`config.mk`:
```
export PLATFORM = sky130hd
export DESIGN_NAME = uart_cmd_responder_flat
export DESIGN_NICKNAME = d
export VERILOG_FILES = /design/src/rtl/uart_cmd_pkg.sv /design/src/rtl/uart_cmd_responder_if.sv /design/src/rtl/uart_cmd_responder.sv /design/src/flat_wrapper.sv
export SDC_FILE = /design/constraint.sdc
export NUM_CORES = 1
export LEC_CHECK = 0
export CORE_AREA = 2 2 108 110
export DETAILED_ROUTE_END_ITERATION = 10
export DIE_AREA = 0 0 110 112
export DONT_BUFFER_PORTS = 1
export HOLD_SLACK_MARGIN = 0.02
export PLACE_DENSITY = 0.64
export SYNTH_ARGS = -nofsm -noshare
export SYNTH_HDL_FRONTEND = slang
export SYNTH_SLANG_ARGS = --single-unit
```
`constraint.sdc`:
```
create_clock -name mclk -period 3.9 [get_ports mclk]
set_clock_uncertainty 0.2 [all_clocks]
set_input_delay 0.195 -clock mclk [delete_from_list [all_inputs] [get_ports mclk]]
set_output_delay 0.195 -clock mclk [all_outputs]
set_load 0.02 [all_outputs]
```
`src/rtl/uart_cmd_pkg.sv`:
```
// Shared types and byte codes for the UART command responder.
package uart_cmd_pkg;

  typedef enum logic [2:0] {
    ST_IDLE,
    ST_ADDR,
    ST_WDATA,
    ST_WB_REQ,
    ST_RESP
  } state_t;

  localparam logic [7:0] CMD_WRITE = 8'h57;
  localparam logic [7:0] CMD_READ  = 8'h52;
  localparam logic [7:0] RSP_ACK   = 8'h06;
  localparam logic [7:0] RSP_NAK   = 8'h15;

endpackage

```
`src/rtl/uart_cmd_responder_if.sv`:
```
// Wishbone master bus bundle driven by the UART command responder.
interface uart_cmd_responder_if;
  logic        wbm_cyc_o;
  logic        wbm_stb_o;
  logic        wbm_we_o;
  logic [31:0] wbm_adr_o;
  logic [31:0] wbm_dat_o;
  logic [3:0]  wbm_sel_o;
  logic [31:0] wbm_dat_i;
  logic        wbm_ack_i;
  logic        wbm_err_i;

  modport master (
    output wbm_cyc_o, wbm_stb_o, wbm_we_o, wbm_adr_o, wbm_dat_o, wbm_sel_o,
    input  wbm_dat_i, wbm_ack_i, wbm_err_i
  );

  modport slave (
    input  wbm_cyc_o, wbm_stb_o, wbm_we_o, wbm_adr_o, wbm_dat_o, wbm_sel_o,
    output wbm_dat_i, wbm_ack_i, wbm_err_i
  );
endinterface

```
`src/rtl/uart_cmd_responder.sv`:
```
// UART byte-command to Wishbone bridge: 'W' adr4 dat4 / 'R' adr4, replies ACK/NAK or read data.
// Optional Wishbone watchdog enabled by defining UART_CMD_WBTO_EN.
module uart_cmd_responder
  import uart_cmd_pkg::*;
#(
  parameter int unsigned WB_TMO = 255
) (
  input  logic        mclk,
  input  logic        reset,
  input  logic        rx_valid,
  input  logic [7:0]  rx_data,
  output logic        tx_valid,
  output logic [7:0]  tx_data,
  input  logic        tx_ready,
  input  logic [15:0] cfg_gap_tmo,
  output logic        busy,
  uart_cmd_responder_if.master wbm
);

  state_t      r_state;
  logic        r_we;
  logic        r_cyc;
  logic        r_stb;
  logic [3:0]  r_sel;
  logic [31:0] r_adr;
  logic [31:0] r_dat_o;
  logic [1:0]  r_byte_cnt;
  logic [15:0] r_gap_cnt;
  logic [31:0] r_resp;
  logic        r_resp_multi;
  logic        r_tx_valid;
  logic [7:0]  r_tx_data;
  logic        w_wdog_exp;
  logic        w_wb_fail;
  logic        w_last_tx;

`ifdef UART_CMD_WBTO_EN
  logic [31:0] r_wdog;

  always_ff @(posedge mclk) begin
    if (reset || r_state != ST_WB_REQ) r_wdog <= '0;
    else                               r_wdog <= r_wdog + 32'd1;
  end

  assign w_wdog_exp = (r_state == ST_WB_REQ) && (r_wdog == 32'(WB_TMO - 1));
`else
  assign w_wdog_exp = 1'b0;
`endif

  // err (or watchdog expiry) overrides a simultaneous ack
  assign w_wb_fail = wbm.wbm_err_i | w_wdog_exp;
  assign w_last_tx = !r_resp_multi || (r_byte_cnt == 2'd3);

  always_ff @(posedge mclk) begin
    if (reset) begin
      r_state      <= ST_IDLE;
      r_we         <= 1'b0;
      r_cyc        <= 1'b0;
      r_stb        <= 1'b0;
      r_sel        <= '0;
      r_adr        <= '0;
      r_dat_o      <= '0;
      r_byte_cnt   <= '0;
      r_gap_cnt    <= '0;
      r_resp       <= '0;
      r_resp_multi <= 1'b0;
      r_tx_valid   <= 1'b0;
      r_tx_data    <= '0;
    end else begin
      case (r_state)
        ST_IDLE: begin
          r_byte_cnt <= '0;
          r_gap_cnt  <= '0;
          if (rx_valid && (rx_data == CMD_WRITE || rx_data == CMD_READ)) begin
            r_we    <= (rx_data == CMD_WRITE);
            r_state <= ST_ADDR;
          end
        end

        ST_ADDR, ST_WDATA: begin
          if (rx_valid) begin
            r_gap_cnt  <= '0;
            r_byte_cnt <= r_byte_cnt + 2'd1;
            if (r_state == ST_ADDR) r_adr   <= {r_adr[23:0], rx_data};
            else                    r_dat_o <= {r_dat_o[23:0], rx_data};
            if (r_byte_cnt == 2'd3) begin
              if (r_state == ST_ADDR && r_we) begin
                r_state <= ST_WDATA;
              end else begin
                r_state <= ST_WB_REQ;
                r_cyc   <= 1'b1;
                r_stb   <= 1'b1;
                r_sel   <= '1;
              end
            end
          end else if (cfg_gap_tmo != '0) begin
            // counter never passes cfg_gap_tmo, so the increment cannot wrap
            if (r_gap_cnt >= cfg_gap_tmo) begin
              r_state    <= ST_IDLE;
              r_byte_cnt <= '0;
              r_gap_cnt  <= '0;
            end else begin
              r_gap_cnt <= r_gap_cnt + 16'd1;
            end
          end
        end

        ST_WB_REQ: begin
          if (wbm.wbm_ack_i || w_wb_fail) begin
            r_cyc      <= 1'b0;
            r_stb      <= 1'b0;
            r_state    <= ST_RESP;
            r_byte_cnt <= '0;
            r_tx_valid <= 1'b1;
            if (w_wb_fail) begin
              r_resp       <= {RSP_NAK, 24'h0};
              r_tx_data    <= RSP_NAK;
              r_resp_multi <= 1'b0;
            end else if (r_we) begin
              r_resp       <= {RSP_ACK, 24'h0};
              r_tx_data    <= RSP_ACK;
              r_resp_multi <= 1'b0;
            end else begin
              r_resp       <= wbm.wbm_dat_i;
              r_tx_data    <= wbm.wbm_dat_i[31:24];
              r_resp_multi <= 1'b1;
            end
          end
        end

        ST_RESP: begin
          if (r_tx_valid && tx_ready) begin
            if (w_last_tx) begin
              r_tx_valid <= 1'b0;
              r_state    <= ST_IDLE;
              r_byte_cnt <= '0;
            end else begin
              r_resp     <= {r_resp[23:0], 8'h00};
              r_tx_data  <= r_resp[23:16];
              r_byte_cnt <= r_byte_cnt + 2'd1;
            end
          end
        end

        default: r_state <= ST_IDLE;
      endcase
    end
  end

  assign tx_valid      = r_tx_valid;
  assign tx_data       = r_tx_data;
  assign busy          = (r_state != ST_IDLE);
  assign wbm.wbm_cyc_o = r_cyc;
  assign wbm.wbm_stb_o = r_stb;
  assign wbm.wbm_we_o  = r_we;
  assign wbm.wbm_adr_o = r_adr;
  assign wbm.wbm_dat_o = r_dat_o;
  assign wbm.wbm_sel_o = r_sel;

endmodule

```
`src/flat_wrapper.sv`:
```
// flat-port wrapper written by rule: the top's interface ports become plain ports
module uart_cmd_responder_flat import uart_cmd_pkg::*;
#(
  parameter int unsigned WB_TMO = 255
)
  (mclk, reset, rx_valid, rx_data, tx_valid, tx_data, tx_ready, cfg_gap_tmo, busy, wbm_wbm_cyc_o, wbm_wbm_stb_o, wbm_wbm_we_o, wbm_wbm_adr_o, wbm_wbm_dat_o, wbm_wbm_sel_o, wbm_wbm_dat_i, wbm_wbm_ack_i, wbm_wbm_err_i);
  uart_cmd_responder_if wbm_i ();
  input  logic mclk;
  input  logic reset;
  input  logic rx_valid;
  input  logic [7:0] rx_data;
  output logic tx_valid;
  output logic [7:0] tx_data;
  input  logic tx_ready;
  input  logic [15:0] cfg_gap_tmo;
  output logic busy;
  output wire logic [$bits(wbm_i.wbm_cyc_o)-1:0] wbm_wbm_cyc_o;
  output wire logic [$bits(wbm_i.wbm_stb_o)-1:0] wbm_wbm_stb_o;
  output wire logic [$bits(wbm_i.wbm_we_o)-1:0] wbm_wbm_we_o;
  output wire logic [$bits(wbm_i.wbm_adr_o)-1:0] wbm_wbm_adr_o;
  output wire logic [$bits(wbm_i.wbm_dat_o)-1:0] wbm_wbm_dat_o;
  output wire logic [$bits(wbm_i.wbm_sel_o)-1:0] wbm_wbm_sel_o;
  input wire logic [$bits(wbm_i.wbm_dat_i)-1:0] wbm_wbm_dat_i;
  input wire logic [$bits(wbm_i.wbm_ack_i)-1:0] wbm_wbm_ack_i;
  input wire logic [$bits(wbm_i.wbm_err_i)-1:0] wbm_wbm_err_i;
  assign wbm_wbm_cyc_o = wbm_i.wbm_cyc_o;
  assign wbm_wbm_stb_o = wbm_i.wbm_stb_o;
  assign wbm_wbm_we_o = wbm_i.wbm_we_o;
  assign wbm_wbm_adr_o = wbm_i.wbm_adr_o;
  assign wbm_wbm_dat_o = wbm_i.wbm_dat_o;
  assign wbm_wbm_sel_o = wbm_i.wbm_sel_o;
  assign wbm_i.wbm_dat_i = wbm_wbm_dat_i;
  assign wbm_i.wbm_ack_i = wbm_wbm_ack_i;
  assign wbm_i.wbm_err_i = wbm_wbm_err_i;
  uart_cmd_responder #(.WB_TMO(WB_TMO)) u_core (.mclk(mclk), .reset(reset), .rx_valid(rx_valid), .rx_data(rx_data), .tx_valid(tx_valid), .tx_data(tx_data), .tx_ready(tx_ready), .cfg_gap_tmo(cfg_gap_tmo), .busy(busy), .wbm(wbm_i));
endmodule
```
### Yosys cells after proc, flatten, opt, wreduce, memory -nomap -nowiden

Cells that the tools add are included.

* add/sub/neg operators: 2
* $lt $le $gt $ge: 1
* equality and inequality tests: 18
* mux-type cells: 44
* bitwise operators: 2
* reduce and logical (&&, ||, !) cells: 26

Operator list (number)
* $mux 24: 5
* $mux 16: 3
* $pmux 24 s2: 1
* $mux 8: 5
* $pmux 16 s2: 1
* $mux 3: 8
* $add 16x1->16 const B: 1
* $eq 8x7->1 const B: 2
* $ge 16x16->1: 1
* $pmux 8 s2: 1
* $reduce_bool 16->1: 1
* $mux 2: 6
* $pmux 3 s4: 1
* $reduce_and 4->1: 3
* $mux 1: 10
* $ne 2x1->1 const B: 5
* $reduce_and 5->1: 2
* $ne 3x2->1 const B: 3
* $pmux 2 s4: 1
* $reduce_and 7->1: 1
* $eq 3x2->1 const B: 2
* $ne 2x2->1 const B: 3
* $reduce_and 2->1: 3
* $reduce_and 3->1: 2
* other kinds (14): 22

* bits in registers: 122
* output and inout port bits: 81

### Depth between registers and ports, before layout

Gate-level depths: netlist of run 1.

* word-level depth: 6
* depth in mapped cells: 10

### Worst setup path after synthesis of run 1

OpenSTA, ideal clock, no wires.

* path type: reg-to-reg
* start: reg u_core.r_gap_cnt[13]
* end: reg u_core.r_state[1]
* library setup time: 117 ps
* data arrival time: 2260 ps
* data required time: 3583 ps
* path slack: 1323 ps
* stages on the path, launching flop included: 8
* buffers on the path: 0
* path through: dfxtp_1 > ha_1 > nand4_1 > or4_1 > o32a_2 > a211oi_4 > o21ai_1 > a32o_1

* longest elaborated chain between the ends: 3

RTL lines
* start: declaration: RTL line uart_cmd_responder.sv:28 `logic [15:0] r_gap_cnt;`
* start signal: assignment: RTL line uart_cmd_responder.sv:103 `r_gap_cnt <= r_gap_cnt + 16'd1;`
* $ge 16x16->1: RTL line uart_cmd_responder.sv:98 `if (r_gap_cnt >= cfg_gap_tmo) begin`
* $ne 3x2->1 (no source line)
* $reduce_and 7->1 (no source line)
* end signal: assignment: RTL line uart_cmd_responder.sv:90 `r_state <= ST_WB_REQ;`
* end signal: assignment: RTL line uart_cmd_responder.sv:99 `r_state <= ST_IDLE;`
* end signal: assignment: RTL line uart_cmd_responder.sv:112 `r_state <= ST_RESP;`
* end: declaration: RTL line uart_cmd_responder.sv:20 `state_t r_state;`

No other way between the ends.
A chain may end at the register's enable or synchronous reset.

### Worst setup path in the final report of run 1

* start: reg u_core.r_state[1]
* end: reg u_core.r_resp[6]

* longest elaborated chain between the ends: 3

RTL lines
* start signal: assignment: RTL line uart_cmd_responder.sv:56 `r_state <= ST_IDLE;`
* start signal: assignment: RTL line uart_cmd_responder.sv:76 `r_state <= ST_ADDR;`
* start signal: assignment: RTL line uart_cmd_responder.sv:88 `r_state <= ST_WDATA;`
* $eq 3x3->1 / $eq 3x2->1 (equally long branches): RTL line uart_cmd_responder.sv:70 `case (r_state)`
* $ne 2x2->1 (no source line), or another cell as far along
* $reduce_and 4->1 (no source line)
* end signal: assignment: RTL line uart_cmd_responder.sv:116 `r_resp <= {RSP_NAK, 24'h0};`
* end signal: assignment: RTL line uart_cmd_responder.sv:120 `r_resp <= {RSP_ACK, 24'h0};`
* end signal: assignment: RTL line uart_cmd_responder.sv:124 `r_resp <= wbm.wbm_dat_i;`
* end: declaration: RTL line uart_cmd_responder.sv:29 `logic [31:0] r_resp;`

Several ways; a longest one is shown, not always the timed one.

==> results of run 1 <==
==> worst max-delay path: cells and delay by family, from the launching register on <==
family	cells	cell delay, ns
compound gates	2	0.51
buf+inv	2	1.03
flops	1	0.46
simple gates	3	1.13
==> layer usage <==
| layer | wire [um] | share of wire (%) | up-vias | GRT usage (%) |
|---|---|---|---|---|
| li1 | - | - | 2426 | - |
| met1 | 5974 | 42 | 2292 | 29.46 |
| met2 | 6806 | 48 | 176 | 36.20 |
| met3 | 1102 | 7.8 | 24 | 7.084 |
| met4 | 254 | 1.8 | 0 | 9.536 |
| met5 | 0 | 0 | - | 0 |
==> how the worst max path moves through the flow <==
stage | depth (start not counted) | to | slack (ns)
CTS | 7 | u_core.r_resp[2] | 0.62
floorplan | 7 | u_core.r_state[1] | 1.32
finish | 7 | u_core.r_resp[6] | 0.47
detailed placement | 4 | u_core.tx_data[1] | 1.07
global placement | 5 | u_core.tx_data[1] | 1.10
global route | 7 | u_core.r_resp[6] | 0.20
==> cell type report <==
type | instances | area, sq um | share of cell area, %
Multi-Input combinational cell | 499 | 2673 | 40.76
Sequential cell | 122 | 2442 | 37.24
Timing Repair Buffer | 59 | 600.6 | 9.159
Clock buffer | 20 | 466.7 | 7.117
Tap cell | 143 | 178.9 | 2.728
Clock inverter | 12 | 113.9 | 1.736
Inverter | 22 | 82.58 | 1.259
==> metrics by stage <==
stage	std cells	utilization, %	hold WS, ns
6_report	877	58.68	0.07488
5_1_grt	877	58.68	0.09617
4_1_cts	877	58.68	0.05134
3_5_place_dp	789	48.31	0.08226
3_3_place_gp	789	48.31	0.08415
2_1_floorplan	694	-	0.1310
==> report_power, final <==
| part | internal [W] | total (W) | switching [W] | leakage (nW) |
|---|---|---|---|---|
| registers | 0.00126 | 0.00130 | 0.0000386 | 0.982 |
| logic | 0.0000981 | 0.000269 | 0.000171 | 0.949 |
| clock network | 0.000931 | 0.00151 | 0.000581 | 0.275 |
==> cell usage in the layout (no fill, tap or decap), types with 2 or more instances in the layout <==
master and n:
o21ai_0 9, nor4_1 7, a211oi_1 2, inv_6 3, a311oi_1 20, or4_1 2
clkbuf_16 17, a21oi_1 86, buf_4 3, nand2b_1 4, and3_1 4, nand4_1 10
o21a_1 4, nand2_1 175, o31ai_1 2, dlygate4sd3_1 55, o211ai_1 2, ha_1 18
clkbuf_8 3, nand3_1 33, clkinv_2 2, nor2b_1 7, dfxtp_1 122, mux2i_1 2
or3_1 2, a31oi_1 2, xnor2_1 10, clkinvlp_4 4, clkinv_4 2, inv_1 22
a211oi_2 2, nor3_1 13, o32ai_1 2, nor2_1 54, xor2_1 7
==> kinds of logic after synthesis <==
kind of cell | synth area share (%)
compound gates | 16.55
xor+xnor | 2.751
fa+ha+maj | 4.162
buf+inv | 5.526
flops | 45.13
mux | 0.5780
simple gates | 25.29
==> flip-flops by register name, summed over array words and instances (netlist names), 2 cells and up <==
signal	cells
u_core.wbm.wbm_adr_o	32
u_core.wbm.wbm_dat_o	32
u_core.r_resp	24
u_core.r_gap_cnt	16
u_core.tx_data	8
u_core.r_state	3
u_core.r_byte_cnt	2
==> impl_results.md, run 1 <==
- Outcome: finished, final reports clean
- DR WL/cell: 16.12 um
- Fin Setup TNS: 0 ns
- I/O Buffers: 0
- Final setup fails: 0
- Most used DFF post-synth: dfxtp_1
- Worst Tran Pin Value: 1.181 ns
- RSZ-0062 raised after global routing: false
- Clock sink count: 122
- Inserted Diodes: 0
- Delay of the slowest critical-path stage: 0.78 ns
- Worst-path fanout max: 53
- Synth area leaders: dfxtp_1, nand2_1, a21oi_1
- # nets final: 801
- Worst path slowest cell: and2_1
- Post-route setup slack: 0.4714 ns
- WP data required: 4.02 ns
- Count leader, synth: nand2_1
- Synth warnings: 0
- Commonest cells post-synth: nand2_1, dfxtp_1, a21oi_1
- TritonCTS clock tree: done
- Slew Limit Headroom: 21.02%
- Min-delay src: rx_data[1]
- Die area: 12320 sq um
- Tot GR Track Use: 23.16%
- TritonCTS buffer count: 17
- Vias: 4918
- Yosys top cell area share: 45.13%
- Avg Inst Size Synth: 7.797 sq um
- Cells along the critical path: nor2_1 -> and2_1 -> a41o_1 -> buf_4 -> nand3_1 -> dlygate4sd3_1 -> a21oi_1
- Share of layout cells above drive strength 1: 5.858%
- First-pass GRT wire length: 22430 um
- Post-Synthesis Cells: 694
- Min-Delay Path Depth: 4
- Worst hold endpoint: u_core.wbm.wbm_we_o
- Synth unique cells: 49
- Peak supply drop: 287.7 uV
- Final min period: 3.429 ns
- Longest Clk Path Bufs: 2
- Slew Viols, Final: 0
- Htree depth: 4
- FF-to-FF path depth: 7
- Post-synth top area cell: dfxtp_1
- Core area: 11170 sq um
- Post-synthesis async set-or-reset flop share: 0%
- Maxcap violations: 0
- Peak Freq: 291.7 MHz
- Placed Area: 5399 sq um
- Initial antenna violation count: 0
- Number of synthesized flops with an enable pin: 0
- Grt total ovfl: 0
- Mapped Nets: 774
- #FFs+latches synth: 122
- Fillers: 994
- I/O pin total: 143
- CP endpoint kind: flip-flop
- # Post-CTS Setup Buffers: 0
- GPL Wtd Cong: 0.8982
- Initial Util: 48.43%
- Sequential area share after synthesis: 45.13%
- Power Total: 0.003085 W
- Vias per inst: 5.608
- Min-Delay Path Class: in2reg
- Critical path arrival: 3.55 ns
- RR Startpoint: u_core.r_state[1]
- Pwr dens: 470.4 nW/um^2
- Setup CP Type: reg2reg
- Critical path origin: u_core.r_state[1]
- Leak pwr: 2.207 nW
- Reg2reg end: u_core.r_resp[6]
- Clock latency on the worst-skew pair: 0.42 ns
- Area of the mapped netlist: 5411 sq um
- Iter 0 DRT Violations: 366
- Hold Fails Final Rpt: 0
- Std-Cell Rows: 39
- Die Ht: 112 um
- Antenna-violating nets left: 0
- Root buffer cell: clkbuf_16
- Syn-to-layout area delta: 21.18%
- DRT Wirelength: 14140 um
- DRC violation count after routing: 0
- Post-cts sizing count: 0
- Cts hold-fix bufs: 56
- R2R setup slack: 0.47 ns
- Dpl ws: 1.069 ns
- Worst-path clk slew: 0.06 ns
- Hpwl dp: 8880 um
- CP Launch Type: flip-flop
- Number of global-route vias before repair: 4567
- Design area: 6558 sq um
- Final Cycle Share: 87.91%
- Largest net degree at the start of global routing: 110
- Die width: 110 um
- First-pass DRT Iterations: 5
Power figures use the tool's default switching activity.
==> run 2, diff against run 1 <==
Settings changed: CORE_AREA 2 2 108 110 to 5 5 111 113, DIE_AREA 0 0 110 112 to 0 0 116 118.
Clock period 3.9 ns to 4.4 ns, I/O delays scaled along.
==> run 2 against run 1 <==
Compared with the run above: largest cell class unchanged; global-route usage shrank 2.0 points; hold slack lost 0.045 ns; maximum frequency shrank 9.9%; die area grew 11%; total power shrank 11%; register-to-register slack gained 0.12 ns; sequential power shrank 11%.
==> impl_results.md, run 2 (synthesized netlist as in run 1, its figures left out) <==
- Initial Util: 48.22% (-0.21 points)
- Worst Setup EP: u_core.r_resp[0]
- Leak pwr: 2.209 nW (about the same)
- Worst-path fanout max: 28 (-47%)
- Cells along the critical path: nor2_1 -> and2_1 -> a41o_1 -> buf_4 -> nand3_1 -> dlygate4sd3_1 -> a21oi_1
- Register share of total power: 42.3% (about the same)
- # nets final: 797 (-0.50%)
- Psw: 0.0006497 W (-18%)
- Peak Freq: 262.9 MHz (-9.9%)
- Antenna-violating nets left: 0 (unchanged)
- FF-to-FF path depth: 7 (unchanged)
- Pwr dens: 420.2 nW/um^2 (-11%)
- RR Startpoint: u_core.r_state[1]
- Fillers: 983 (-1.1%)
- Inserted Diodes: 0 (unchanged)
- Maxcap violations: 0 (unchanged)
- Fin Setup TNS: 0 ns (unchanged)
- Multi-input gate area: 2673 sq um (unchanged)
- Critical path depth in cells: 7 (unchanged)
- Int Power: 0.002087 W (-9.0%)
- Commonest non-fill, non-tap cell in the layout: nand2_1
- R2R setup slack: 0.60 ns (+0.12 ns)
- Vias per inst: 5.594 (-0.24%)
- CP endpoint kind: flip-flop
- Placed Area: 5399 sq um (unchanged)
- DRT Wirelength: 14410 um (+1.9%)
- First-pass DRT Iterations: 4 (-1)
- Critical path arrival: 3.95 ns (+0.40 ns)
- CP Launch Type: flip-flop
- Worst path slowest cell: a41o_1
- Std-Cell Rows: 39 (unchanged)
- Slew Viols, Final: 0 (unchanged)
- Reg2reg end: u_core.r_resp[0]
- Worst Tran Pin Value: 1.172 ns (-0.009747 ns)
- Outcome: finished, final reports clean
- Clock share of power: 49.0% (about the same)
- Clock latency on the worst-skew pair: 0.41 ns (about the same)
- Htree depth: 4 (unchanged)
- Core area: 11220 sq um (+0.44%)
- RSZ-0062 raised after global routing: false
- DRC violation count after routing: 0 (unchanged)
- WP data required: 4.55 ns (+0.53 ns)
- Storage cell area: 2442 sq um (unchanged)
- DR WL/cell: 16.56 um (+2.7%)
- TritonCTS buffer count: 17 (unchanged)
- Final min period: 3.804 ns (+0.3759 ns)
- Die Ht: 118 um (+5.4%)
- Longest Clk Path Bufs: 2 (unchanged)
- Delay-heaviest family, CP: simple AND/OR/NAND/NOR gates
- Number of global-route vias before repair: 4717 (+3.3%)
- Slew Limit Headroom: 21.67% (+0.65 points)
- Worst-path clk slew: 0.05 ns (about the same)
- Share of layout cells above drive strength 1: 5.365% (-0.49 points)
- Root buffer cell: clkbuf_16
- Design area: 6514 sq um (-0.67%)
- Post-route setup slack: 0.5956 ns (+0.1241 ns)
- Peak supply drop: 274.3 uV (-4.7%)
- Die area: 13690 sq um (+11%)
- I/O Buffers: 0 (unchanged)
- Hpwl dp: 9373 um (+5.6%)
- Vias: 4867 (-1.0%)
- I/O pin total: 143 (unchanged)
- Hold Fails Final Rpt: 0 (unchanged)
- First-pass GRT wire length: 23140 um (+3.1%)
- Dpl ws: 1.142 ns (+0.07358 ns)
- Cts hold-fix bufs: 52 (-7.1%)
- Most frequent cells in the layout: nand2_1, dfxtp_1, a21oi_1
- Switching share of power: 23.74% (-1.9 points)
- Setup CP Type: reg2reg
- TritonCTS clock tree: done
- Critical path origin: u_core.r_state[1]
- Comb power frac: 8.8% (about the same)
- Buf/Inv on CP: 2 (unchanged)
- Clock sink count: 122 (unchanged)
- Largest net degree at the start of global routing: 110 (unchanged)
- Iter 0 DRT Violations: 404 (+10%)
- Die width: 116 um (+5.5%)
- Final core utilization: 58.04% (-0.65 points)
- Delay of the slowest critical-path stage: 0.81 ns (+0.03 ns)
- # Post-CTS Setup Buffers: 0 (unchanged)
- Min-Delay Path Class: in2reg
- Syn-to-layout area delta: 20.37%
- Final Cycle Share: 86.46% (-1.4 points)
- Final setup fails: 0 (unchanged)
- Tot GR Track Use: 21.13% (-2.0 points)
- Grt total ovfl: 0 (unchanged)
- Post-cts sizing count: 0 (unchanged)
- Initial antenna violation count: 0 (unchanged)
- GPL Wtd Cong: 0.8647 (-3.7%)
-- run 2: changes by cell type in the layout (fill, tap and decap cells not counted) --
cell	previous run	this run
dlygate4sd3_1	55	51
inv_6	3	0
clkinv_4	2	0
bufinv_16	1	2
clkbuf_1	0	1
clkbuf_8	3	4
clkinvlp_4	4	3
-- run 2: layer usage --
layer / vias to the layer above / global-route usage, % / share of wire (%)
met3: 30 / 7.198 / 7.3
met4: 0 / 9.065 / 2.5
li1: 2411 / - / -
met5: - / 0 / 0
met2: 142 / 34.53 / 49
met1: 2284 / 24.90 / 42
-- run 2: power by group through the flow --
stage | combinational (W) | clock, W | sequential [W]
finish | 0.000240 | 0.00134 | 0.00116
global route | 0.000265 | 0.00142 | 0.00116
CTS | 0.000239 | 0.00137 | 0.00116
detailed placement | 0.000182 | 0 | 0.00118
global placement | 0.000179 | 0 | 0.00118
floorplan | 0.000174 | 0 | 0.00116
-- run 2: worst register-to-register path: stages (launching register included) --
cell and delay [ns]:
dfxtp_1 0.44, nor2_1 0.24, and2_1 0.75, a41o_1 0.82
buf_4 0.41, nand3_1 0.15, dlygate4sd3_1 0.61, a21oi_1 0.13
-- run 2: through the flow --
stage | instances | total power, W | hold slack, ns
2_1_floorplan | 694 | 0.001339 | 0.1560
3_3_place_gp | 789 | 0.001356 | 0.1040
3_5_place_dp | 789 | 0.001361 | 0.1061
4_1_cts | 870 | 0.002761 | 0.02146
5_1_grt | 870 | 0.002841 | 0.04610
6_report | 870 | 0.002737 | 0.03003
-- run 2: how the worst min path moves through the flow --
stage | start | end | slack (ns) | depth (start not counted)
after global routing | wbm_wbm_err_i | u_core.wbm.wbm_cyc_o | 0.05 | 3
after global placement | reset | u_core.tx_data[0] | 0.10 | 1
after detailed placement | reset | u_core.tx_data[0] | 0.11 | 1
after floorplan | rx_data[0] | u_core.wbm.wbm_adr_o[0] | 0.16 | 2
after CTS | wbm_wbm_err_i | u_core.wbm.wbm_cyc_o | 0.02 | 3
final | wbm_wbm_err_i | u_core.wbm.wbm_cyc_o | 0.03 | 3
-- run 2: final cells by class --
| class | count | area share, % |
|---|---|---|
| clock inverter | 7 | 1.421 |
| clock buffer | 22 | 7.434 |
| multi-input combinational | 499 | 41.03 |
| tap | 143 | 2.747 |
| sequential | 122 | 37.50 |
| inverter | 22 | 1.268 |
| timing repair buffer | 55 | 8.605 |
